$ cat src/rtl/updown_counter_pkg.sv
// rtl/updown_counter_pkg.sv - shared direction constants and modulo next-count helper for counters
package updown_counter_pkg;

    localparam logic DIR_UP   = 1'b1;
    localparam logic DIR_DOWN = 1'b0;

    // max_val is MODULUS-1, so a 2**32 modulus still fits in 32 bits.
    function automatic logic [31:0] next_count_mod(
        input logic [31:0] cur,
        input logic        dir,
        input logic [31:0] max_val
    );
        if (dir == DIR_UP) begin
            return (cur >= max_val) ? 32'd0 : cur + 32'd1;
        end
        return (cur == 32'd0) ? max_val : cur - 32'd1;
    endfunction

endpackage

$ cat src/rtl/updown_mod_counter_next.sv
// rtl/updown_mod_counter_next.sv - combinational next-count, wrap and terminal-count unit (UPDOWN_MOD_COUNTER_SATURATE_EN)
module updown_mod_counter_next
    import updown_counter_pkg::*;
#(
    parameter int          WIDTH   = 8,
    parameter logic [32:0] MODULUS = 33'd256
) (
    input  logic [WIDTH-1:0] i_count,
    input  logic             i_up_dn,
    input  logic             i_en,
    input  logic             i_load,
    input  logic [WIDTH-1:0] i_load_val,
    output logic [WIDTH-1:0] o_count_next,
    output logic             o_wrap_next,
    output logic             o_tc
);

    localparam logic [WIDTH-1:0] MAX_W = WIDTH'(MODULUS - 33'd1);

    logic [WIDTH-1:0] w_step;

    assign o_tc   = (i_up_dn == DIR_UP) ? (i_count == MAX_W) : (i_count == '0);
    assign w_step = WIDTH'(next_count_mod(32'(i_count), i_up_dn, 32'(MAX_W)));

    always_comb begin
        o_count_next = i_count;
        o_wrap_next  = 1'b0;
        if (i_load) begin
            o_count_next = (i_load_val > MAX_W) ? MAX_W : i_load_val;
        end else if (i_en) begin
`ifdef UPDOWN_MOD_COUNTER_SATURATE_EN
            if (!o_tc) begin
                o_count_next = w_step;
            end
`else
            o_count_next = w_step;
            o_wrap_next  = o_tc;
`endif
        end
    end

endmodule

$ cat src/rtl/updown_mod_counter.sv
// rtl/updown_mod_counter.sv - modulo-N up/down counter with load, tc and wrap pulse (UPDOWN_MOD_COUNTER_SATURATE_EN)
module updown_mod_counter
    import updown_counter_pkg::*;
#(
    parameter int          WIDTH     = 8,
    parameter logic [32:0] MODULUS   = 33'd256,
    parameter int unsigned RESET_VAL = 0
) (
    input  logic             clk,
    input  logic             reset,
    input  logic             en,
    input  logic             up_dn,
    input  logic             load,
    input  logic [WIDTH-1:0] load_val,
    output logic [WIDTH-1:0] count,
    output logic             tc,
    output logic             wrap
);

    localparam logic [WIDTH-1:0] RST_W = WIDTH'(RESET_VAL);

    logic [WIDTH-1:0] r_count;
    logic             r_wrap;
    logic [WIDTH-1:0] w_count_next;
    logic             w_wrap_next;
    logic             w_tc;

    updown_mod_counter_next #(
        .WIDTH   (WIDTH),
        .MODULUS (MODULUS)
    ) u_next (
        .i_count      (r_count),
        .i_up_dn      (up_dn),
        .i_en         (en),
        .i_load       (load),
        .i_load_val   (load_val),
        .o_count_next (w_count_next),
        .o_wrap_next  (w_wrap_next),
        .o_tc         (w_tc)
    );

    always_ff @(posedge clk or posedge reset) begin
        if (reset) begin
            r_count <= RST_W;
            r_wrap  <= 1'b0;
        end else begin
            r_count <= w_count_next;
            r_wrap  <= w_wrap_next;
        end
    end

    assign count = r_count;
    assign wrap  = r_wrap;
    assign tc    = w_tc;

endmodule

$ cat config.mk
export PLATFORM = sky130hd
export DESIGN_NAME = updown_mod_counter
export DESIGN_NICKNAME = d
export VERILOG_FILES = /design/src/rtl/updown_counter_pkg.sv /design/src/rtl/updown_mod_counter_next.sv /design/src/rtl/updown_mod_counter.sv
export SDC_FILE = /design/constraint.sdc
export NUM_CORES = 1
export LEC_CHECK = 0
export CAP_MARGIN = 10
export CORE_MARGIN = 2
export CORE_UTILIZATION = 30
export DETAILED_ROUTE_END_ITERATION = 8
export PLACE_DENSITY = 0.59
export SLEW_MARGIN = 5
export SYNTH_ARGS = -nofsm -noshare
export SYNTH_HDL_FRONTEND = slang
export SYNTH_SLANG_ARGS = --single-unit
$ cat constraint.sdc
create_clock -name clk -period 2.1 [get_ports clk]
set_input_delay 0.315 -clock clk [delete_from_list [all_inputs] [get_ports clk]]
set_output_delay 0.315 -clock clk [all_outputs]
set_load 0.02 [all_outputs]
# [Word level (Yosys, flattened, before mapping)]
# Index checks and enable logic that the tools add are counted.
[word_totals] reg_bits=9 latch_bits=0 ramBits=0 rom_bits=0 in_bits=13 out_inout_bits=10 elab_cells=20 n_memories=0
[classes] n_addsub=2 n_mul=0 n_div=0 order_cmp=2 eq_ne=1 n_shift=0 n_mux=11 n_bitwise=0 n_reduce_logical=2
[ops] cell="two-way mux 8 bit" n=7
[ops] cell="adder 8 x 1 -> 8 bit, second input constant" n=1
[ops] cell="== test 8 bit, second input constant" n=1
[ops] cell=">= comparator 8 bit, second input constant" n=1
[ops] cell="greater-than comparator 8 bit, second input constant" n=1
[ops] cell="logical NOT 8 bit" n=1
[ops] cell="subtractor 8 x 1 -> 8 bit, second input constant" n=1
[ops] cell="two-way mux 1 bit" n=4
[ops] cell="nonzero test 2 bit" n=1

# [Longest topological paths before layout]
# Gate-level depths: netlist of the first run.
[logic_depth] ltp_word=6 depth_mapped=7 ltp_nobuf=7

# [By module]
# A second synthesis of the first run with hierarchy kept.
[unflattened] hier_cells=108 area_unflattened_um2=853.3
[by_module_without_submodules] mod="updown_mod_counter_next" n_inst=1 cells_per_inst=98 area_each_um2=624.3 seq_area_each_um2=0.0
[by_module_without_submodules] mod="updown_mod_counter" n_inst=1 cells_per_inst=10 area_each_um2=229.0 seq_area_each_um2=225.2

# [Worst setup path after synthesis of the first run]
# No wires, ideal clock.
[synth_path] path_type="reg-to-output" start="register r_count[0] (netlist: count[0])" end="output tc" arrival_ns=1.458 t_required_ns=1.785 setup_slack_ns=0.327 path_stages_with_launch=6 path_buffers=0 path_cell_list="dfrtp_1 > inv_1 > ha_1 > nor3b_1 > nand3_1 > o21ai_1"
[synth_via] elab_chain_cells=2 word_cells_on_any_way=3 cone_classes="1 x eq/ne; 1 x mux; 1 x reduce/logical"
[synth_lines] item="start, declared" line="updown_mod_counter.sv:22" text="logic [WIDTH-1:0] r_count;"
[synth_lines] item="start signal, assigned" line="updown_mod_counter.sv:47" text="r_count <= w_count_next;"
[synth_lines] item="== test 8 bit / logical NOT 8 bit (equally long branches)" line="updown_mod_counter_next.sv:22" text="assign o_tc = (i_up_dn == DIR_UP) ? (i_count == MAX_W) : (i_count == '0);"
[synth_lines] item="two-way mux 1 bit *" line="updown_mod_counter_next.sv:22"
[synth_lines] item="end, declared" line="updown_mod_counter.sv:16" text="output logic tc,"
# Every way passes the cells marked *; elsewhere a longest branch is shown, timed or not.

# [Final worst setup path of the first run]
[layout_path] start="register r_count[1] (netlist: count[1])" end="output tc"
# Same word-level chain as after synthesis.

==> impl_metrics.ini, run 1 <==
[pwr]
pwr-share-seq_pct = 31.7
vdd_drop_max_uv = 281
leakage_nw = 0.531
swShare_pct = 38.5
power_switching_w = 0.000264
p_int_w = 0.000421
clock_power_share_pct = 21.8
combPwrFrac_pct = 46.5
power_w = 0.000685
power.density_nw_per_um2 = 550

[min_path]
hold_path_class = in -> async

[floorplanning]
dieHeight_um = 58.0
rows = 19
start_util_pct = 31.8
dieArea_sq_um = 3370
num_io_pins = 23
core_sq_um = 2760
die_w_um = 58.0

[status]
status = finished, final reports clean

[final_layout]
final_cell_mix = clkdlybuf4s50_1, buf_4, nand2_1
drive_gt1_share_pct = 21.8
final_nets = 164
diodes = 0
stdcell_count = 178
final_common_cell = clkdlybuf4s50_1
areaGrowthSynthToFinish_pct = 42.3

[timing]
grt_setup_unrepaired = false
setup_viol = 0
post-route-period-util_pct = 91.8
drv_slew = 0
fmax_ghz = 0.519
fin_crit_ns = 1.93
tightest_slew_ns = 0.451
relSlewSlack_pct = 69.1
hold_viol = 0
skew_ns = 0.00730

[cts]
cts_tree = done
insertion_delay_ns = 0.27
clk_path_buf_depth = 2
post_cts_buffers = 0
numCtsBuffers = 3
cts.sinks = 9
ctsRootBufferMaster = clkbuf_4
htreeDepth = 1
clk_pin_slew_ns = 0.08

[detailed_routing]
avgRoutedWirePerCell_um = 14.0
routed_wl_um = 2500
antenna_left = 0
drt_iter0_markers = 25
drc = 0
dr_total_vias = 927
viasPerCell = 5.21
dr.pass1.iters = 4

[placed_design]
dp_hpwl_um = 1900
portBuffers = 22
place_inst = 174
place_congestion = 0.866

[worst_setup_path]
critPathArrivalTime_ns = 1.61
r2r-end = count[2]
reg2reg_depth = 6
crit_required_ns = 1.78
r2r_start = count[0]
path_class = reg -> out
path_max_fanout = 3
startpoint_type = register
cp-end-kind = output port
ff2ff_setup_slack_ns = 0.40

[synthesis]
yosys-top-cells-area = dfrtp_1, a21oi_1, nand2_1
ys_seq_area_share_pct = 25.7
synth-edff-count = 0
netlist.top_cell.by_area = dfrtp_1
yosysTopAreaCellShare_pct = 25.7
synth_cell_type_count = 41
netlist_area_sq_um = 876
ys_seq_elements = 9
syn-mean-instance-area_sq_um = 7.82
ys_warn_count = 0
synth-async-reset-ratio_pct = 100
synth_cells = 112
ys.flop_type = dfrtp_1
synth_nets = 128

[global_route]
grt_pass1_vias = 918
grtUsageTotal_pct = 16.1
gr-total-overflow = 0
grt_pass1_wl_um = 4070
grt_max_degree = 15
antenna_found_initial = 0

[run]
drv_cap = 0
-- cell families (layout without fill, tap and decap cells) --
family | after synthesis | after routing | synth area share, %
AO/OA/AOI/OAI | 35 | 35 | 27.1
buffers and inverters | 17 | 52 | 8.71
AND/OR/NAND/NOR | 44 | 44 | 29.3
adder cells (fa/ha/maj) | 3 | 3 | 4.29
flip-flops | 9 | 9 | 25.7
XOR/XNOR | 4 | 4 | 4.86
-- power groups by stage --
| stage | logic (W) | registers, W | clock network [W] |
|---|---|---|---|
| after floorplan | 0.000162 | 0.000243 | 0 |
| after global placement | 0.000313 | 0.000219 | 0 |
| after detailed placement | 0.000315 | 0.000219 | 0 |
| after CTS | 0.000319 | 0.000217 | 0.000156 |
| after global routing | 0.000344 | 0.000221 | 0.000164 |
| final | 0.000318 | 0.000217 | 0.000149 |
-- layer usage --
| layer | global-route usage (%) | wire (um) | up-vias |
|---|---|---|---|
| met4 | 6.98 | 12 | 0 |
| met5 | 0 | 0 | - |
| li1 | - | - | 473 |
| met2 | 26.6 | 1150 | 33 |
| met1 | 20.2 | 1170 | 419 |
| met3 | 3.13 | 169 | 2 |
-- layout make-up --
class / instances / area [sq um]
flip-flops and latches: 9 / 225
clock buffers: 4 / 26.3
fillers: 281 / 1510
multi-input cells: 86 / 579
inverters: 9 / 33.8
well taps: 31 / 38.8
repair buffers: 39 / 343
-- cells in the mapped netlist (all sizes together) (4+ instances only) --
cell	count
buf	4
nand4	4
clkbuf	4
o21ai	9
o211ai	4
nand2	12
dfrtp	9
nor2	7
inv	9
a21oi	10
-- critical path, cell delays in order (launching register included) --
cell	delay [ns]
dfrtp_1	0.38
inv_1	0.08
ha_1	0.20
nor3b_2	0.24
nand3_1	0.12
o21ai_1	0.12
clkbuf_2	0.20
-- worst max-delay path by stage --
stage	start	endpoint	slack [ns]
2_1_floorplan	count[0]	tc	0.33
3_3_place_gp	count[0]	tc	0.0008
3_5_place_dp	count[1]	tc	-0.04
4_1_cts	count[1]	tc	0.01
5_1_grt	count[1]	tc	0.008
6_report	count[1]	tc	0.17
-- state kept, by name (all words and copies together) (netlist names) --
signal and count:
count 8, wrap 1
-- what timing repair did --
item,in CTS,in global routing
endpoints found under the setup margin,1,1
resized for setup,2,2
gates cloned,0,0
hold buffers,0,0
-- metrics by stage --
stage               hold WS, ns  cell area, sq um  utilization [%]  worst slack [ns]  TNS (ns)
floorplan                 0.143               876                -             0.327         0
global placement          0.633              1220             44.2          0.000837         0
detailed placement        0.634              1220             44.2           -0.0429   -0.0429
CTS                       0.336              1250             45.3            0.0122         0
global route              0.375              1250             45.2           0.00810         0
finish                    0.323              1250             45.2             0.173         0
(Power assumes the default switching activity.)
==> run 2: changes to the inputs <==
CORE_UTILIZATION = 48   (was 30)
PLACE_DENSITY = 0.84   (was 0.59)
SLEW_MARGIN = default   (was 5)
==> impl_metrics.ini, run 2 (synthesized netlist as in run 1, its figures left out) <==
[timing]
worst_slack_ns = 0.224
holdWs_ns = 0.323
hold_viol = 0
relSlewSlack_pct = 69.2
grt_setup_unrepaired = false
drv_slew = 0
skew_ns = 0.00222
fmax_ghz = 0.533
tightest_slew_ns = 0.451
post-route-period-util_pct = 89.3
fin_crit_ns = 1.88
setup_viol = 0

[cts]
clk_pin_slew_ns = 0.06
cts_tree = done
clk_path_buf_depth = 2
numCtsBuffers = 3
postCtsHoldBufs = 0
htreeDepth = 1
insertion_delay_ns = 0.27
ctsRootBufferMaster = clkbuf_4
cts.sinks = 9

[detailed_routing]
dr_total_vias = 949
dr.pass1.iters = 4
drt_iter0_markers = 50
viasPerCell = 5.55
routed_wl_um = 2430
avgRoutedWirePerCell_um = 14.2
drc = 0
antenna_left = 0

[worst_setup_path]
crit_required_ns = 1.78
crit_path_cell_trace = inv_1 > ha_1 > nor3b_2 > nand3_1 > o21ai_1 > clkbuf_2
critPathArrivalTime_ns = 1.56
cpPeakStageDelay_ns = 0.37
startpoint_type = register
reg2reg_depth = 6
slowest_stage = dfrtp_1
cp-end-kind = output port
path_max_fanout = 3
path_class = reg -> out

[pwr]
leakage_nw = 0.527
vdd_drop_max_uv = 440
power.density_nw_per_um2 = 553

[floorplanning]
num_io_pins = 23
dieArea_sq_um = 2180
die_w_um = 46.7
rows = 15
dieHeight_um = 46.7
core_sq_um = 1730
start_util_pct = 50.7

[final_layout]
fillers = 152
diodes = 0
final_common_cell = clkdlybuf4s50_1
final_cell_mix = clkdlybuf4s50_1, buf_4, nand2_1
areaGrowthSynthToFinish_pct = 40.6
largest_reg_flops = 8
final_nets = 163
drive_gt1_share_pct = 21.2
stdcell_count = 171

[global_route]
grtUsageTotal_pct = 26.1
gr-total-overflow = 0
antenna_found_initial = 0
grt_max_degree = 15
grt_pass1_wl_um = 4030
grt_pass1_vias = 932

[placed_design]
place_inst = 167
dp_hpwl_um = 1830
portBuffers = 22
place_ws_ns = -0.00605
place_congestion = 0.896

[run]
drv_cap = 0

[status]
status = finished, final reports clean

[min_path]
hold_path_class = in -> async
[run 2: changes by cell type in the layout (fill, tap and decap cells not counted), sizes merged]
cell and delta:
buf -1
[run 2: what timing repair did]
action / 4_1_cts / 5_1_grt
setup buffers: 0 / 0
setup endpoints to repair: 1 / 1
gates resized for setup: 2 / 2
[run 2: per-layer routing]
metal	GRT usage, %	up-vias	wire length (um)
met4	10.6	0	36
li1	-	475	-
met2	43.6	41	1190
met3	5.88	6	172
met5	0	-	0
met1	32.5	427	1030
[run 2: worst max-delay path: cells and delay by family, from the launching register on]
family                   cells  cell delay [ns]
flip-flops                   1             0.37
AND/OR/NAND/NOR              2             0.35
buffers and inverters        2             0.28
adder cells (fa/ha/maj)      1             0.16
AO/OA/AOI/OAI                1             0.12
[run 2: power breakdown]
group	switching, W	internal, W	total (W)
Combinational	0.000163	0.000155	0.000318
Clock	0.0000691	0.0000737	0.000143
Sequential	0.0000273	0.000192	0.000219
[run 2: path summary, 6_finish.rpt]
kind | slack, ns | from | to
worst min register to register | 0.71 | count[5] | count[5]
max in group asynchronous | 1.50 | reset | count[3]
worst max register to register | 0.35 | count[0] | count[2]
min in group clk | 0.59 | load_val[4] | count[4]
worst min-delay path | 0.32 | reset | count[7]
worst max-delay path | 0.22 | count[0] | tc
[run 2: layout make-up]
| cell class | count | area (sq um) | share of cell area, % |
|---|---|---|---|
| Tap cell | 25 | 31.3 | 2.54 |
| Clock buffer | 4 | 26.3 | 2.13 |
| Timing Repair Buffer | 38 | 335 | 27.2 |
| Sequential cell | 9 | 225 | 18.3 |
| Inverter | 9 | 33.8 | 2.74 |
| Multi-Input combinational cell | 86 | 579 | 47.1 |
[run 2: per-stage QoR]
stage | instance area [sq um] | utilization [%] | TNS (ns) | power, W
5_1_grt | 1230 | 71.3 | 0 | 0.000724
4_1_cts | 1230 | 71.5 | 0 | 0.000684
3_3_place_gp | 1200 | 69.8 | 0 | 0.000526
6_report | 1230 | 71.3 | 0 | 0.000681
2_1_floorplan | 876 | - | 0 | 0.000405
3_5_place_dp | 1200 | 69.8 | -0.00605 | 0.000535
==> run 3: changes to the inputs <==
CTS_BUF_LIST = sky130_fd_sc_hd__clkbuf_16   (was default)
==> impl_metrics.ini, run 3 (synthesized netlist as in run 1, its figures left out) <==
[final_layout]
diodes = 0
largest_reg_flops = 8
drive_gt1_share_pct = 21.2
areaGrowthSynthToFinish_pct = 46.6
final_nets = 163
fillers = 140
final_common_cell = clkdlybuf4s50_1
stdcell_count = 171
final_cell_area_sq_um = 1280
final_cell_mix = clkdlybuf4s50_1, buf_4, nand2_1

[worst_setup_path]
critPathArrivalTime_ns = 1.54
cp-end-kind = output port
crit_buf_inv = 2
cp_top_family = simple AND/OR/NAND/NOR gates
path_class = reg -> out
crit_required_ns = 1.78
cpPeakStageDelay_ns = 0.37
path_max_fanout = 3
startpoint_type = register
slowest_stage = dfrtp_1
reg2reg_depth = 6
crit_cells = 6
crit_path_cell_trace = inv_1 > ha_1 > nor3b_2 > nand3_1 > o21ai_1 > clkbuf_2

[floorplanning]
dieArea_sq_um = 2180
start_util_pct = 50.7
num_io_pins = 23
core_sq_um = 1730
dieHeight_um = 46.7
rows = 15
die_w_um = 46.7

[detailed_routing]
viasPerCell = 5.79
drt_iter0_markers = 37
antenna_left = 0
drc = 0
routed_wl_um = 2590
avgRoutedWirePerCell_um = 15.1
dr.pass1.iters = 4
dr_total_vias = 990

[timing]
fin_crit_ns = 1.86
hold_viol = 0
holdWs_ns = 0.370
drv_slew = 0
post-route-period-util_pct = 88.5
grt_setup_unrepaired = false
setup_viol = 0
worst_slack_ns = 0.242
tightest_slew_ns = 0.469
skew_ns = 0.000956
fmax_ghz = 0.538
relSlewSlack_pct = 67.9

[cts]
cts_tree = done
ctsRootBufferMaster = clkbuf_16
clk_path_buf_depth = 2
clk_pin_slew_ns = 0.04
cts.sinks = 9
insertion_delay_ns = 0.23
htreeDepth = 1
numCtsBuffers = 3

[global_route]
grt_max_degree = 15
gr-total-overflow = 0
grt_pass1_wl_um = 4310
grtUsageTotal_pct = 27.8
antenna_found_initial = 0
grt_pass1_vias = 955

[min_path]
hold_path_class = in -> async

[placed_design]
dp_hpwl_um = 1830
place_congestion = 0.896
portBuffers = 22
place_ws_ns = -0.00605
dpl_cell_area_sq_um = 1200
place_inst = 167

[pwr]
power.density_nw_per_um2 = 684
vdd_drop_max_uv = 773
power_w = 0.000878
leakage_nw = 0.554

[status]
status = finished, final reports clean

[run]
drv_cap = 0
[run 3: cell types whose count changed in the layout (fill, tap and decap cells not counted), sizes merged]
cell,change
clkbuf,-1
inv,+1
[run 3: timing repair]
action                                 CTS  global route
gates resized for setup                  2             2
buffers inserted                         0             0
setup endpoints to repair                1             1
endpoints found under the hold margin    0             0
hold buffers                             0             0
[run 3: path summary, 6_finish.rpt]
path / startpoint / end / slack, ns
max: count[0] / tc / 0.24
min: reset / count[7] / 0.37
max reg2reg: count[0] / count[2] / 0.34
min reg2reg: count[5] / count[5] / 0.72
max in group asynchronous: reset / count[3] / 1.46
min in group clk: load_val[3] / count[3] / 0.64
[run 3: where the power goes]
part	switching (W)	leakage [nW]	internal, W	total [W]
combinational	0.000167	0.402	0.000155	0.000322
clock	0.0000858	0.0423	0.000249	0.000335
sequential	0.0000281	0.110	0.000193	0.000221
total	0.000281	0.554	0.000598	0.000878
[run 3: metal layers]
layer  track usage, %  routed length, um
met5                0                  0
met2             47.5               1290
met4             7.22                 52
met3             7.45                164
met1             34.6               1070
[run 3: cell type report]
type	count	area [sq um]	area share [%]
well taps	25	31.3	2.44
clock buffers	3	75.1	5.85
flip-flops and latches	9	225	17.5
repair buffers	38	335	26.1
clock inverters	1	3.75	0.292
inverters	9	33.8	2.63
multi-input cells	86	579	45.1
[run 3: metrics by stage]
stage | setup TNS [ns] | utilization [%]
final | 0 | 74.3
after global routing | 0 | 74.3
after CTS | 0 | 74.6
after detailed placement | -0.00605 | 69.8
after global placement | 0 | 69.8
after floorplan | 0 | -
